$ cat src/rtl/led_fade_pwm_if.sv
// Pattern-side bundle for led_fade_pwm: on/off targets and fade enable in, PWM pins and busy out.
interface led_fade_pwm_if #(
    parameter int CH_NUM = 4
);
    logic [CH_NUM-1:0] led_in;
    logic              fade_en;
    logic [CH_NUM-1:0] led_out;
    logic              busy;

    modport master (output led_in, output fade_en, input led_out, input busy);
    modport slave  (input led_in, input fade_en, output led_out, output busy);
endinterface

$ cat src/rtl/led_fade_pwm.sv
// Per-channel PWM cross-fader: each duty ramps toward FULL or 0 following a registered on/off pattern.
// Optional perceptual curve on the shadow duty is enabled by defining LED_FADE_GAMMA_EN.
module led_fade_pwm #(
    parameter int CH_NUM   = 4,
    parameter int PWM_BITS = 8,
    parameter int STEP_MAX = 97_655,
    parameter int UP_STEP  = 1,
    parameter int DN_STEP  = 1
) (
    input  logic          sys_clk,
    input  logic          sys_rst_n,
    led_fade_pwm_if.slave bus
);
    localparam int STEP_W = (STEP_MAX > 0) ? $clog2(STEP_MAX + 1) : 1;
    localparam logic [PWM_BITS-1:0] FULL     = {PWM_BITS{1'b1}};
    localparam logic [PWM_BITS-1:0] PWM_LAST = FULL - 1'b1;
    localparam logic [PWM_BITS:0]   UP_EXT   = (PWM_BITS + 1)'(UP_STEP);
    localparam logic [PWM_BITS:0]   DN_EXT   = (PWM_BITS + 1)'(DN_STEP);

    logic [CH_NUM-1:0]   led_in_r_q, led_in_r_d;
    logic [PWM_BITS-1:0] pwm_cnt_q, pwm_cnt_d;
    logic [STEP_W-1:0]   step_cnt_q, step_cnt_d;
    logic [PWM_BITS-1:0] duty_q     [CH_NUM];
    logic [PWM_BITS-1:0] duty_d     [CH_NUM];
    logic [PWM_BITS-1:0] duty_act_q [CH_NUM];
    logic [PWM_BITS-1:0] duty_act_d [CH_NUM];
    logic [CH_NUM-1:0]   led_out_q, led_out_d;
    logic [CH_NUM-1:0]   mismatch;
    logic                step_tick;
    logic                period_end;

    always_comb begin
        led_in_r_d = bus.led_in;
        period_end = (pwm_cnt_q == PWM_LAST);
        pwm_cnt_d  = period_end ? '0 : pwm_cnt_q + 1'b1;
        step_tick  = bus.fade_en && (step_cnt_q == STEP_W'(STEP_MAX));
        step_cnt_d = step_cnt_q;
        if (bus.fade_en) begin
            step_cnt_d = step_tick ? '0 : step_cnt_q + 1'b1;
        end
    end

    for (genvar gi = 0; gi < CH_NUM; gi++) begin : g_ch
        logic [PWM_BITS:0]   up_sum;
        logic [PWM_BITS:0]   dn_diff;
        logic [PWM_BITS-1:0] duty_sat;
        logic [PWM_BITS-1:0] duty_shaped;

        // One extra bit of headroom so the saturation test sees overflow/underflow.
        always_comb begin
            up_sum  = {1'b0, duty_q[gi]} + UP_EXT;
            dn_diff = {1'b0, duty_q[gi]} - DN_EXT;
            if (led_in_r_q[gi]) begin
                duty_sat = (up_sum > {1'b0, FULL}) ? FULL : PWM_BITS'(up_sum);
            end else begin
                duty_sat = ({1'b0, duty_q[gi]} < DN_EXT) ? '0 : PWM_BITS'(dn_diff);
            end
        end

`ifdef LED_FADE_GAMMA_EN
        logic [2*PWM_BITS:0] gamma_prod;
        always_comb begin
            gamma_prod  = (2 * PWM_BITS + 1)'(duty_q[gi]) * ((2 * PWM_BITS + 1)'(duty_q[gi]) + 1'b1);
            duty_shaped = PWM_BITS'(gamma_prod >> PWM_BITS);
        end
`else
        always_comb begin
            duty_shaped = duty_q[gi];
        end
`endif

        // Shadow loads the pre-step duty, so a tick on the boundary shows up one period later.
        assign duty_d[gi]     = step_tick ? duty_sat : duty_q[gi];
        assign duty_act_d[gi] = period_end ? duty_shaped : duty_act_q[gi];
        assign led_out_d[gi]  = (duty_act_q[gi] > pwm_cnt_q);
        assign mismatch[gi]   = (duty_q[gi] != (led_in_r_q[gi] ? FULL : '0));
    end

    always_ff @(posedge sys_clk or negedge sys_rst_n) begin
        if (!sys_rst_n) begin
            led_in_r_q <= '0;
            pwm_cnt_q  <= '0;
            step_cnt_q <= '0;
            led_out_q  <= '0;
            for (int i = 0; i < CH_NUM; i++) begin
                duty_q[i]     <= '0;
                duty_act_q[i] <= '0;
            end
        end else begin
            led_in_r_q <= led_in_r_d;
            pwm_cnt_q  <= pwm_cnt_d;
            step_cnt_q <= step_cnt_d;
            led_out_q  <= led_out_d;
            for (int i = 0; i < CH_NUM; i++) begin
                duty_q[i]     <= duty_d[i];
                duty_act_q[i] <= duty_act_d[i];
            end
        end
    end

    assign bus.led_out = led_out_q;
    assign bus.busy    = |mismatch;
endmodule

$ cat src/flat_wrapper.sv
// flat-port wrapper written by rule: the top's interface ports become plain ports
module led_fade_pwm_flat 
#(
    parameter int CH_NUM   = 4,
    parameter int PWM_BITS = 8,
    parameter int STEP_MAX = 97_655,
    parameter int UP_STEP  = 1,
    parameter int DN_STEP  = 1
)
  (sys_clk, sys_rst_n, bus_led_in, bus_fade_en, bus_led_out, bus_busy);
  led_fade_pwm_if #(.CH_NUM(CH_NUM)) bus_i ();
  input  logic sys_clk;
  input  logic sys_rst_n;
  input wire logic [$bits(bus_i.led_in)-1:0] bus_led_in;
  input wire logic [$bits(bus_i.fade_en)-1:0] bus_fade_en;
  output wire logic [$bits(bus_i.led_out)-1:0] bus_led_out;
  output wire logic [$bits(bus_i.busy)-1:0] bus_busy;
  assign bus_i.led_in = bus_led_in;
  assign bus_i.fade_en = bus_fade_en;
  assign bus_led_out = bus_i.led_out;
  assign bus_busy = bus_i.busy;
  led_fade_pwm #(.CH_NUM(CH_NUM), .PWM_BITS(PWM_BITS), .STEP_MAX(STEP_MAX), .UP_STEP(UP_STEP), .DN_STEP(DN_STEP)) u_core (.sys_clk(sys_clk), .sys_rst_n(sys_rst_n), .bus(bus_i));
endmodule
$ cat config.mk
export PLATFORM = sky130hd
export DESIGN_NAME = led_fade_pwm_flat
export DESIGN_NICKNAME = d
export VERILOG_FILES = /design/src/rtl/led_fade_pwm_if.sv /design/src/rtl/led_fade_pwm.sv /design/src/flat_wrapper.sv
export SDC_FILE = /design/constraint.sdc
export NUM_CORES = 1
export LEC_CHECK = 0
export ABC_AREA = 0
export BUFFER_PORTS_ARGS = -buffer_cell sky130_fd_sc_hd__buf_2
export CORE_MARGIN = 3
export CORE_UTILIZATION = 35
export CTS_BUF_LIST = sky130_fd_sc_hd__clkbuf_4 sky130_fd_sc_hd__clkbuf_8
export DETAILED_ROUTE_END_ITERATION = 8
export PLACE_DENSITY = 0.5
export SYNTH_ARGS = -nofsm -noshare
export SYNTH_HDL_FRONTEND = slang
export SYNTH_SLANG_ARGS = --single-unit
$ cat constraint.sdc
create_clock -name sys_clk -period 2.9 [get_ports sys_clk]
set_clock_uncertainty 0.2 [all_clocks]
set_input_delay 0.435 -clock sys_clk [delete_from_list [all_inputs] [get_ports sys_clk]]
set_output_delay 0.435 -clock sys_clk [all_outputs]
set_load 0.01 [all_outputs]
==> Word-level counts from Yosys, hierarchy flattened <==
Cells that the tools add are included.
W data, S select, Z words.
{ "totals": {"ff_bits": 97, "latch_bits": 0, "ramBits": 0, "rom_bits": 0, "in_bits": 7, "out_inout_bits": 5, "n_memories": 0} }
{ "op_classes": {"add_sub_neg": 10, "mul": 0, "div": 0, "magnitude_cmp": 12, "eq_ne": 6, "n_shift": 0, "muxes": 18, "n_bitwise": 0, "reduce_logical": 2} }
{ "op_table": {"columns": ["op", "n"], "rows": [
  ["$mux W8", 17],
  ["$add A8 B1 Y9 const B", 4],
  ["$gt A9 B8 Y1 const B", 4],
  ["$gt A8 B8 Y1", 4],
  ["$lt A8 B1 Y1 const B", 4],
  ["$ne A8 B8 Y1", 4],
  ["$sub A8 B1 Y8 const B", 4],
  ["$add A17 B1 Y17 const B", 1],
  ["$eq A17 B17 Y1 const B", 1],
  ["$mux W17", 1],
  ["$add A8 B1 Y8 const B", 1],
  ["$eq A8 B8 Y1 const B", 1],
  ["$reduce_or A4 Y1", 1],
  ["$logic_and A1 B1 Y1", 1]
]} }

==> Longest topological paths before layout <==
Gate-level depths: netlist (run 1).
{ "logic_depth": {"depth_word": 4, "depth_mapped": 9} }

==> Least setup slack after synthesis (run 1) <==
OpenSTA, ideal clock, no wires.
{ "synth_timing": {"path_kind": "register to output", "startpoint": "register u_core.duty_q, in the netlist u_core.g_ch[1].duty_shaped[1]", "endpoint": "output bus_busy", "t_arrival_ps": 1881, "required_time_ps": 2265, "setup_slack_ps": 384, "path_stages_with_launch": 7, "cell_sequence": "dfrtp_1 > or3_1 > or3_4 > nor3_2 > nor3b_2 > a31oi_1 > or3_1"} }
{ "synth_via": {"elab_chain_len": 2} }
{ "synth_rtl": {"columns": ["element", "line_no", "source"], "rows": [
  ["start, declared", "led_fade_pwm.sv:23", "logic [PWM_BITS-1:0] duty_q [CH_NUM];"],
  ["start signal, assigned by index", "led_fade_pwm.sv:95", "duty_q[i] <= duty_d[i];"],
  ["$ne A8 B8 Y1", "led_fade_pwm.sv:76", "assign mismatch[gi] = (duty_q[gi] != (led_in_r_q[gi] ? FULL : '0));"],
  ["$reduce_or A4 Y1", "led_fade_pwm.sv:102", "assign bus.busy = |mismatch;"],
  ["end, declared", "flat_wrapper.sv:17", "output wire logic [$bits(bus_i.busy)-1:0] bus_busy;"]
]} }
Every way passes these cells.

==> Worst setup path after layout (run 1) <==
{ "layout_timing": {"startpoint": "register u_core.duty_q, in the netlist u_core.g_ch[0].duty_shaped[0]", "endpoint": "output bus_busy"} }
Same word-level chain as after synthesis.

==> impl_metrics.csv, run 1 <==
group,metric,value,unit
run_status,violations,"setup timing",
worst_hold_path,hold_path.class,"input port to flip-flop",
clocking,clk_pin_slew,100,ps
logic_synthesis,ys_seq_area_share,38.72,%
final_layout,fin_cells,985,
floorplanning,core_area,17420,um2
worst_setup_path,cp_slowest_cell,"or4_4",
global_routing,grt_overflow,0,
drt,drt_wl_total,15.05,mm
worst_setup_path,arrival,2450,ps
drt,vias,5389,
logic_synthesis,syn-num-nets,804,
worst_setup_path,crit_buf_inv,1,
drt,first_pass_iters,7,
worst_setup_path,critPathMaxFanout,5,
drt,routedWlPerCell,15.28,um
logic_synthesis,synthTopCellsByArea,"dfrtp_1 39%, ha_1 9.4%, nand2_1 7.2%",
worst_setup_path,cp_data_required_time,2270,ps
global_routing,grt_pass1_wl,26.05,mm
placed_design,dp_cells,962,
final_layout,fin_area,6857,um2
logic_synthesis,ys.flop_type,"dfrtp_1",
logic_synthesis,syn_inst,750,
placed_design,gp_congestion,0.8452,
drt,via_per_inst,5.471,
logic_synthesis,ys_ff_latch,97,
final_layout,diodes,0,
final_layout,drive_gt1_share,8.947,%
logic_synthesis,yosysTopAreaCellShare,38.72,%
sta,slew-limit-headroom,55.89,%
floorplanning,die-area,19550,um2
worst_setup_path,worstSetupPathType,"flip-flop to primary output",
clocking,cts_buffers,9,
sta,tightestPinTransition,661.0,ps
drt,ant_nets,0,
floorplanning,die_y,139.8,um
worst_setup_path,endpoint_kind,"primary output",
clocking,insertion_delay,390,ps
floorplanning,start_util,35.99,%
clocking,cts.path.max_buffers,2,
global_routing,antenna_found_initial,0,
sta,rsz0062_at_grt,"true",
worst_setup_path,cp-start-kind,"flip-flop",
clocking,h-tree-depth,3,
logic_synthesis,synthTopCellsByCount,"120 x nand2_1, 97 x dfrtp_1, 49 x nor2_1",
global_routing,grt_use_total,16.12,%
sta,finalSetupViolCount,1,
global_routing,grt_pass1_vias,5237,
floorplanning,dieWidth,139.8,um
logic_synthesis,synth.cell_area,6269,um2
power_and_ir_drop,leakage,3.107,nW
placed_design,pre_cts_ws,156.3,ps
sta,finalCritPeriodShare,106.4,%
run_status,outcome,"complete, but fails checks",
logic_synthesis,yosysMostFrequentCell,"nand2_1",
logic_synthesis,postSynth.asyncResetShare,100.0,%
sta,final_hold_viol_count,0,
drt,drc,0,
worst_setup_path,crit_family,"simple AND/OR/NAND/NOR gates",
placed_design,dpl_cell_area,6584,um2
run,drv_cap,0,
sta,fin_ws,-184.8,ps
sta,fin_crit,3085,ps
logic_synthesis,synth.distinct_cells,67,
final_layout,syn2layout_area_growth,9.381,%
final_layout,nets,809,
power_and_ir_drop,p_per_area,361.5,nW/um2
floorplanning,core.rowCount,48,
logic_synthesis,synth_edf_count,0,
sta,slew_violations,0,
logic_synthesis,yosys_warnings,0,
logic_synthesis,yosysTopAreaCell,"dfrtp_1",
clocking,numClockSinks,97,
clocking,cts_tree,"built",
drt,drt-initial-drc-count,508,
placed_design,dp_hpwl,10.41,mm
global_routing,grt_start_max_net_pins,46,
clocking,cts_root_buf,"clkbuf_8",
logic_synthesis,syn_area_per_cell,8.358,um2
power_and_ir_drop,ir_worst_vdd,187.4,uV
worst_setup_path,worstPathCellList,"or4_4, or3_4, nor4_4, a31oi_1, or3_1, buf_2",
placed_design,port_buffers,11,
worst_setup_path,crit_path_max_incr_delay,570,ps
floorplanning,ios,12,
sta,max_freq,324.2,MHz
## power breakdown
part	total [mW]	internal (mW)	switching (mW)
logic	0.166	0.0713	0.0943
registers	1.45	1.40	0.0550
clock network	0.859	0.355	0.505
total	2.48	1.82	0.654
## metal layers
| layer | GRT usage [%] | wire (um) |
|---|---|---|
| met5 | 0 | 0 |
| met4 | 6.068 | 216 |
| met3 | 2.337 | 378 |
| met2 | 25.40 | 6932 |
| met1 | 22.51 | 7527 |
## final timing paths
kind                                               start                             to  slack [ps]  cells past startpoint
setup / recovery           u_core.g_ch[0].duty_shaped[0]                       bus_busy        -180                      6
hold / removal                               bus_fade_en           u_core.step_cnt_q[1]         120                      2
setup reg to reg           u_core.g_ch[2].duty_shaped[0]  u_core.g_ch[2].duty_shaped[4]         310                      7
hold reg to reg                    u_core.duty_act_q[31]          u_core.duty_act_q[31]         300                      2
max in group asynchronous                      sys_rst_n           u_core.duty_act_q[7]        1480                      3
min in group asynchronous                      sys_rst_n  u_core.g_ch[0].duty_shaped[5]         290                      2
## cells by family after synthesis
logic type	after synthesis	synth area share [%]
buffers and inverters	80	5.329
AO/OA/AOI/OAI	182	17.65
flip-flops	97	38.72
adder cells (fa/ha/maj)	47	9.381
XOR/XNOR	22	3.074
multiplexers	4	0.6786
AND/OR/NAND/NOR	318	25.17
## metrics by stage
stage                     setup TNS [ps]  utilization (%)  power (mW)  hold slack [ps]
after floorplan                        0                -       1.577           -60.59
after global placement                 0            37.80       1.639            170.2
after detailed placement               0            37.80       1.646            177.5
after CTS                         -212.7            39.32       2.535            90.32
after global routing              -295.3            39.37       2.618            105.0
final                             -184.8            39.37       2.478            121.7
## sequential cells by signal, summed over array words and instances (netlist names)
name	count
u_core.pwm_cnt_q	8
u_core.step_cnt_q	17
u_core.duty_act_q	32
u_core.g_ch.duty_shaped	32
u_core.led_in_r_q	4
u_core.bus.led_out	4
## cell type report
type / count / area (um2)
clock buffers: 11 / 151.4
repair buffers: 38 / 297.8
well taps: 225 / 281.5
inverters: 36 / 135.1
clock inverters: 5 / 30.03
flip-flops and latches: 97 / 2427
multi-input cells: 573 / 3533
fillers: 1784 / 10560
## layout by cell type (no fill, tap or decap), drive strengths merged, types with 3 or more instances in the layout
master,netlist,layout
o21ai,67,67
and3,12,12
a22oi,4,4
inv,36,36
or3,12,12
a31oi,7,7
ha,47,47
nand4,18,18
a21oi,43,43
o22ai,5,5
clkinv,0,3
nand2b,6,6
or4,5,5
a21o,5,5
o21a,9,9
nor3,22,22
dlygate4sd3,0,5
o31a,3,3
a221oi,3,3
o21bai,6,6
a21boi,3,3
nand2,120,120
clkbuf,35,11
xnor2,13,13
xor2,9,9
a211oi,4,4
buf,9,33
nor2,49,49
nor2b,4,4
dfrtp,97,97
nor3b,4,4
o31ai,6,6
o2111ai,3,3
nor4,14,14
o211ai,5,5
nand3,38,38
## what timing repair did
item / CTS / global route
endpoints found under the setup margin: 1 / 1
cloned: 0 / 0
hold buffers: 5 / 0
gates resized for setup: 3 / 1
buffers inserted: 2 / 0
hold endpoints to repair: 26 / 0
pin swaps: 1 / 0
## worst reg2reg max path: stages, from the launching register on
cell	delay (ps)
dfrtp_1	560
ha_1	270
and3_1	310
nand4b_1	150
o311ai_1	120
and3_1	160
o2111ai_1	550
nand3_1	140
Note: power is estimated with default switching activity, not from simulation.
==> run 2, diff against run 1 <==
--- a/config.mk
+++ b/config.mk
@@ -5,13 +5,13 @@
 export SDC_FILE = /design/constraint.sdc
 export NUM_CORES = 1
 export LEC_CHECK = 0
-export ABC_AREA = 0
+export ABC_AREA = 1
 export BUFFER_PORTS_ARGS = -buffer_cell sky130_fd_sc_hd__buf_2
 export CORE_MARGIN = 3
 export CORE_UTILIZATION = 35
 export CTS_BUF_LIST = sky130_fd_sc_hd__clkbuf_4 sky130_fd_sc_hd__clkbuf_8
 export DETAILED_ROUTE_END_ITERATION = 8
-export PLACE_DENSITY = 0.5
+export PLACE_DENSITY = 0.49
 export SYNTH_ARGS = -nofsm -noshare
 export SYNTH_HDL_FRONTEND = slang
 export SYNTH_SLANG_ARGS = --single-unit
==> run 2 against run 1 <==
Worst setup slack better by 350 ps. Register-to-register slack better by 510 ps. The flow now finishes without violations. Global-route usage up 0.47 points. Critical endpoint unchanged.
==> impl_metrics.csv, run 2 <==
group,metric,value,unit
drt,drt-initial-drc-count,374,
logic_synthesis,yosysMostFrequentCell,"nand2_1",
final_layout,final_core_util,39.14,%
power_and_ir_drop,finalPower,2.912,mW
global_routing,grt_start_max_net_pins,50,
clocking,cts.path.max_buffers,2,
global_routing,grt_overflow,0,
drt,vias,5632,
sta,finalCritPeriodShare,94.41,%
drt,highest_layer,"met4",
sta,slew-limit-headroom,65.82,%
worst_setup_path,critPathMaxFanout,9,
global_routing,grt_use_total,16.60,%
worst_setup_path,crit_buf_inv,1,
clocking,cts_tree,"built",
logic_synthesis,ys_seq_area_share,37.03,%
worst_setup_path,endpoint_kind,"primary output",
logic_synthesis,yosysTopAreaCellShare,37.03,%
drt,wl_met2,7.116,mm
run,drv_cap,0,
logic_synthesis,postSynth.asyncResetShare,100.0,%
placed_design,dp_hpwl,11.99,mm
global_routing,antenna_found_initial,0,
sta,max_freq,365.2,MHz
drt,routedWlPerCell,14.33,um
logic_synthesis,yosys_warnings,0,
sta,whs,229.4,ps
final_layout,fill_cells,1898,
logic_synthesis,syn-num-nets,946,
logic_synthesis,synth.cell_area,6555,um2
logic_synthesis,synthTopCellsByCount,"209 x nand2_1, 114 x inv_1, 97 x dfrtp_1",
worst_setup_path,crit_path_max_incr_delay,490,ps
clocking,cts_root_buf,"clkbuf_8",
sta,finalSetupTns,0,ps
drt,ant_nets,0,
logic_synthesis,syn_inst,892,
final_layout,multiInputGateArea,3543,um2
global_routing,grt_pass1_vias,5356,
floorplanning,core.rowCount,49,
power_and_ir_drop,p_per_area,408.6,nW/um2
power_and_ir_drop,leakage,3.662,nW
worst_setup_path,cp_data_required_time,2270,ps
worst_setup_path,crit_family,"simple AND/OR/NAND/NOR gates",
placed_design,pre_cts_ws,586.4,ps
placed_design,gp_congestion,0.8591,
sta,tightestPinTransition,512.7,ps
clocking,numClockSinks,97,
logic_synthesis,synth_edf_count,0,
logic_synthesis,synthTopCellsByArea,"dfrtp_1 37%, nand2_1 12%, ha_1 9.0%",
run_status,outcome,"finished clean",
logic_synthesis,yosysTopAreaCell,"dfrtp_1",
sta,rsz0062_at_grt,"false",
worst_setup_path,cp_common_cell,"nand4_1",
clocking,clk_pin_slew,100,ps
logic_synthesis,syn_area_per_cell,7.349,um2
sta,fin_crit,2738,ps
sta,slew_violations,0,
final_layout,diodes,0,
floorplanning,ios,12,
sta,finalSetupViolCount,0,
placed_design,port_buffers,11,
drt,met1_length,8.483,mm
logic_synthesis,ys_ff_latch,97,
final_layout,syn2layout_area_growth,8.723,%
drt,drc,0,
final_layout,regArea,2429,um2
sta,fin_ws,162.1,ps
worst_setup_path,arrival,2100,ps
floorplanning,die-area,20410,um2
power_and_ir_drop,ir_worst_vdd,308.8,uV
drt,wl_met3,403,um
drt,drt_wl_total,16.23,mm
drt,first_pass_iters,6,
worst_setup_path,worstSetupPathType,"flip-flop to primary output",
clocking,h-tree-depth,3,
final_layout,nets,953,
floorplanning,start_util,36.00,%
worst_setup_path,cp-start-kind,"flip-flop",
clocking,insertion_delay,380,ps
logic_synthesis,ys.flop_type,"dfrtp_1",
worst_setup_path,worstPathCellList,"nor2_2, nand4_1, nor2_1, nand3_1, a21oi_1, nand4_1, buf_2",
logic_synthesis,synth.distinct_cells,40,
final_layout,layout_commonest_cell,"nand2_1",
worst_hold_path,hold_path.class,"input port to flip-flop",
floorplanning,die_y,142.9,um
floorplanning,dieWidth,142.9,um
final_layout,drive_gt1_share,6.084,%
sta,final_hold_viol_count,0,
global_routing,grt_pass1_wl,27.34,mm
floorplanning,core_area,18210,um2
final_layout,final_cell_mix,"208 x nand2_1, 114 x inv_1, 96 x dfrtp_1",
clocking,cts_buffers,9,
worst_setup_path,cp_slowest_cell,"dfrtp_1",
drt,via_per_inst,4.971,
run 2: cell types whose count changed after synthesis, moves of 9 or more:
cell	previous run	this run
o21a_1	9	0
or3_1	10	0
clkbuf_1	33	7
nor2_1	49	87
o21ai_0	20	67
a21boi_1	2	13
inv_1	33	114
nand2_1	120	209
nand3_1	38	52
and3_1	11	0
xor2_1	9	25
nor3_1	20	31
o21ai_1	47	6
run 2: logic make-up (layout without fill, tap and decap cells):
kind of cell	Yosys count	count (layout)	share of synthesized area [%]
buffers and inverters	143	155	8.952
and+or+nand+nor	416	416	27.41
DFF	97	97	37.03
adders and majority gates	47	47	8.971
AOI/OAI and AO/OA	158	158	13.49
xor gates and xnor gates	31	31	4.142
run 2: report_power, final:
part / internal (mW) / leakage [nW] / switching [mW]
clock network: 0.582 / 0.118 / 0.536
logic: 0.0939 / 2.39 / 0.186
registers: 1.41 / 1.15 / 0.103
total: 2.09 / 3.66 / 0.825
run 2: area by class of cell:
class | instances | share of cell area (%)
clock buffers | 9 | 1.738
multi-input cells | 652 | 49.72
repair buffers | 22 | 2.493
well taps | 229 | 4.020
inverters | 117 | 6.197
clock inverters | 7 | 1.756
flip-flops and latches | 97 | 34.08
run 2: through the flow:
| stage | instance area [um2] | std cells |
|---|---|---|
| floorplan | 6555 | 892 |
| global placement | 6827 | 1112 |
| detailed placement | 6827 | 1112 |
| CTS | 7126 | 1133 |
| global route | 7127 | 1133 |
| finish | 7127 | 1133 |
run 2: path summary, 6_finish.rpt:
| check | cells past startpoint | slack [ps] | startpoint | end |
|---|---|---|---|---|
| worst max-delay path | 7 | 160 | u_core.g_ch[0].duty_shaped[2] | bus_busy |
| min in group asynchronous | 2 | 360 | sys_rst_n | u_core.g_ch[0].duty_shaped[1] |
| worst max register to register | 8 | 820 | u_core.step_cnt_q[0] | u_core.g_ch[3].duty_shaped[5] |
| worst min-delay path | 3 | 230 | bus_fade_en | u_core.step_cnt_q[13] |
| worst min register to register | 2 | 300 | u_core.duty_act_q[0] | u_core.duty_act_q[0] |
| max in group asynchronous | 3 | 1350 | sys_rst_n | u_core.duty_act_q[7] |
run 2: timing repair:
| item | 4_1_cts | 5_1_grt |
|---|---|---|
| hold buffers | 5 | 0 |
| gates resized for setup | 0 | 1 |
| hold endpoints to repair | 38 | 0 |
| setup endpoints to repair | 0 | 1 |
| buffers inserted | 0 | 0 |
run 2: tightest hold or removal path, cell delays in order:
cell     delay (ps)
buf_2           180
nand3_1         110
nand2_1          40
run 2: per-layer routing:
layer  global-route usage, %  vias up
met1                   24.84     2612
met2                   25.15       72
met4                   4.802        0
li1                        -     2933
met3                   2.076       15
met5                       0        -
==> run 3, diff against run 2 <==
==> constraint.sdc (replaced) <==
create_clock -name sys_clk -period 2.9 [get_ports sys_clk]
set_clock_uncertainty 0.2 [all_clocks]
set_input_delay 0.145 -clock sys_clk [delete_from_list [all_inputs] [get_ports sys_clk]]
set_output_delay 0.145 -clock sys_clk [all_outputs]
set_load 0.01 [all_outputs]
==> run 3 against run 2 <==
Via count grew 0.25%. Count of clock-buffer cells in the layout unchanged. Non-clock buffer count up 1.
==> impl_metrics.csv, run 3 (synthesis gave the netlist of run 2 again) <==
group,metric,value,unit
worst_setup_path,cp-start-kind,"flip-flop",
drt,wl_met3,431,um
sta,rsz0062_at_grt,"false",
drt,drt_wl_total,16.05,mm
global_routing,grt_overflow,0,
clocking,cts_tree,"built",
sta,fin_ws,412.6,ps
floorplanning,core_area,18210,um2
floorplanning,core.rowCount,49,
placed_design,gp_congestion,0.8638,
worst_setup_path,r2r-start,"u_core.g_ch[0].duty_shaped[1]",
placed_design,dpl_cell_area,6827,um2
clocking,cts.path.max_buffers,2,
worst_setup_path,r2r.worst_path.cells,9,
sta,slew-limit-headroom,66.46,%
drt,drt-initial-drc-count,355,
worst_setup_path,r2r-end,"u_core.g_ch[0].duty_shaped[7]",
final_layout,multiInputGateArea,3543,um2
power_and_ir_drop,leakage,3.643,nW
drt,met1_length,8.326,mm
sta,slew_violations,0,
power_and_ir_drop,finalPower,2.736,mW
power_and_ir_drop,p_per_area,386.0,nW/um2
final_layout,fin_area,7088,um2
clocking,cts_buffers,9,
clocking,h-tree-depth,3,
global_routing,grt_use_total,16.57,%
placed_design,port_buffers,11,
placed_design,dp_cells,1112,
floorplanning,ios,12,
sta,final_hold_viol_count,0,
final_layout,nets,954,
floorplanning,die-area,20410,um2
drt,routedWlPerCell,14.16,um
floorplanning,dieWidth,142.9,um
clocking,insertion_delay,380,ps
final_layout,syn2layout_area_growth,8.131,%
final_layout,fill_cells,1896,
worst_setup_path,critPathMaxFanout,9,
sta,finalCritPeriodShare,85.77,%
drt,highest_layer,"met4",
final_layout,final_cell_mix,"208 x nand2_1, 114 x inv_1, 97 x dfrtp_1",
final_layout,drive_gt1_share,5.967,%
placed_design,pre_cts_ws,779.0,ps
drt,drc,0,
drt,wl_met2,7.136,mm
power_and_ir_drop,ir_worst_vdd,387.3,uV
global_routing,grt_start_max_net_pins,64,
sta,whs,58.42,ps
floorplanning,die_y,142.9,um
worst_setup_path,cp_data_required_time,2560,ps
sta,max_freq,402.0,MHz
worst_hold_path,hold_path.class,"input port to async pin",
global_routing,grt_pass1_wl,27.32,mm
sta,tightestPinTransition,503.1,ps
drt,via_per_inst,4.979,
run,drv_cap,0,
worst_setup_path,endpoint_kind,"primary output",
placed_design,dp_hpwl,11.96,mm
worst_setup_path,rrSetupSlack,810,ps
sta,fin_crit,2487,ps
clocking,cts_root_buf,"clkbuf_8",
final_layout,layout_commonest_cell,"nand2_1",
drt,vias,5646,
clocking,numClockSinks,97,
sta,finalSetupViolCount,0,
final_layout,regArea,2427,um2
global_routing,grt_pass1_vias,5259,
floorplanning,start_util,36.00,%
clocking,clk_pin_slew,110,ps
final_layout,diodes,0,
run_status,outcome,"finished clean",
drt,first_pass_iters,7,
final_layout,final_core_util,38.93,%
drt,ant_nets,0,
final_layout,fin_cells,1134,
worst_setup_path,arrival,2140,ps
worst_setup_path,worstSetupPathType,"flip-flop to primary output",
sta,finalSetupTns,0,ps
global_routing,antenna_found_initial,0,
## run 3: how the worst max path moves through the flow
stage,startpoint,to,cells past startpoint
2_1_floorplan,u_core.g_ch[1].duty_shaped[0],u_core.g_ch[1].duty_shaped[6],9
3_3_place_gp,u_core.g_ch[0].duty_shaped[1],u_core.g_ch[0].duty_shaped[7],9
3_5_place_dp,u_core.g_ch[0].duty_shaped[2],bus_busy,7
4_1_cts,u_core.g_ch[0].duty_shaped[2],bus_busy,7
5_1_grt,u_core.g_ch[0].duty_shaped[2],bus_busy,7
6_report,u_core.g_ch[0].duty_shaped[2],bus_busy,7
## run 3: cell type report
class	count	share of cell area (%)
Clock buffer	9	1.748
Tap cell	229	4.042
Multi-Input combinational cell	652	49.99
Inverter	117	6.231
Clock inverter	7	1.094
Timing Repair Buffer	23	2.648
Sequential cell	97	34.25
## run 3: timing repair
item / in CTS / in global routing
gates resized for setup: 0 / 0
hold endpoints to repair: 44 / 0
hold buffers: 6 / 0
setup buffers: 0 / 0
## run 3: worst max-delay path, cell delays in order, from the launching register on
cell and delay, ps:
dfrtp_1 510, nor2_2 210, nand4_1 180, nor2_1 210
nand3_1 150, a21oi_1 210, nand4_1 130, buf_2 160
## run 3: per-layer routing
metal / global-route usage, % / up-vias
met5: 0 / -
met4: 4.252 / 0
met3: 1.808 / 11
met2: 25.57 / 94
met1: 24.79 / 2596
li1: - / 2945
## run 3: where the power goes
| part | switching [mW] | internal (mW) | total (mW) |
|---|---|---|---|
| Combinational | 0.190 | 0.0940 | 0.284 |
| Sequential | 0.0994 | 1.41 | 1.51 |
| Clock | 0.535 | 0.407 | 0.941 |
| Total | 0.824 | 1.91 | 2.74 |
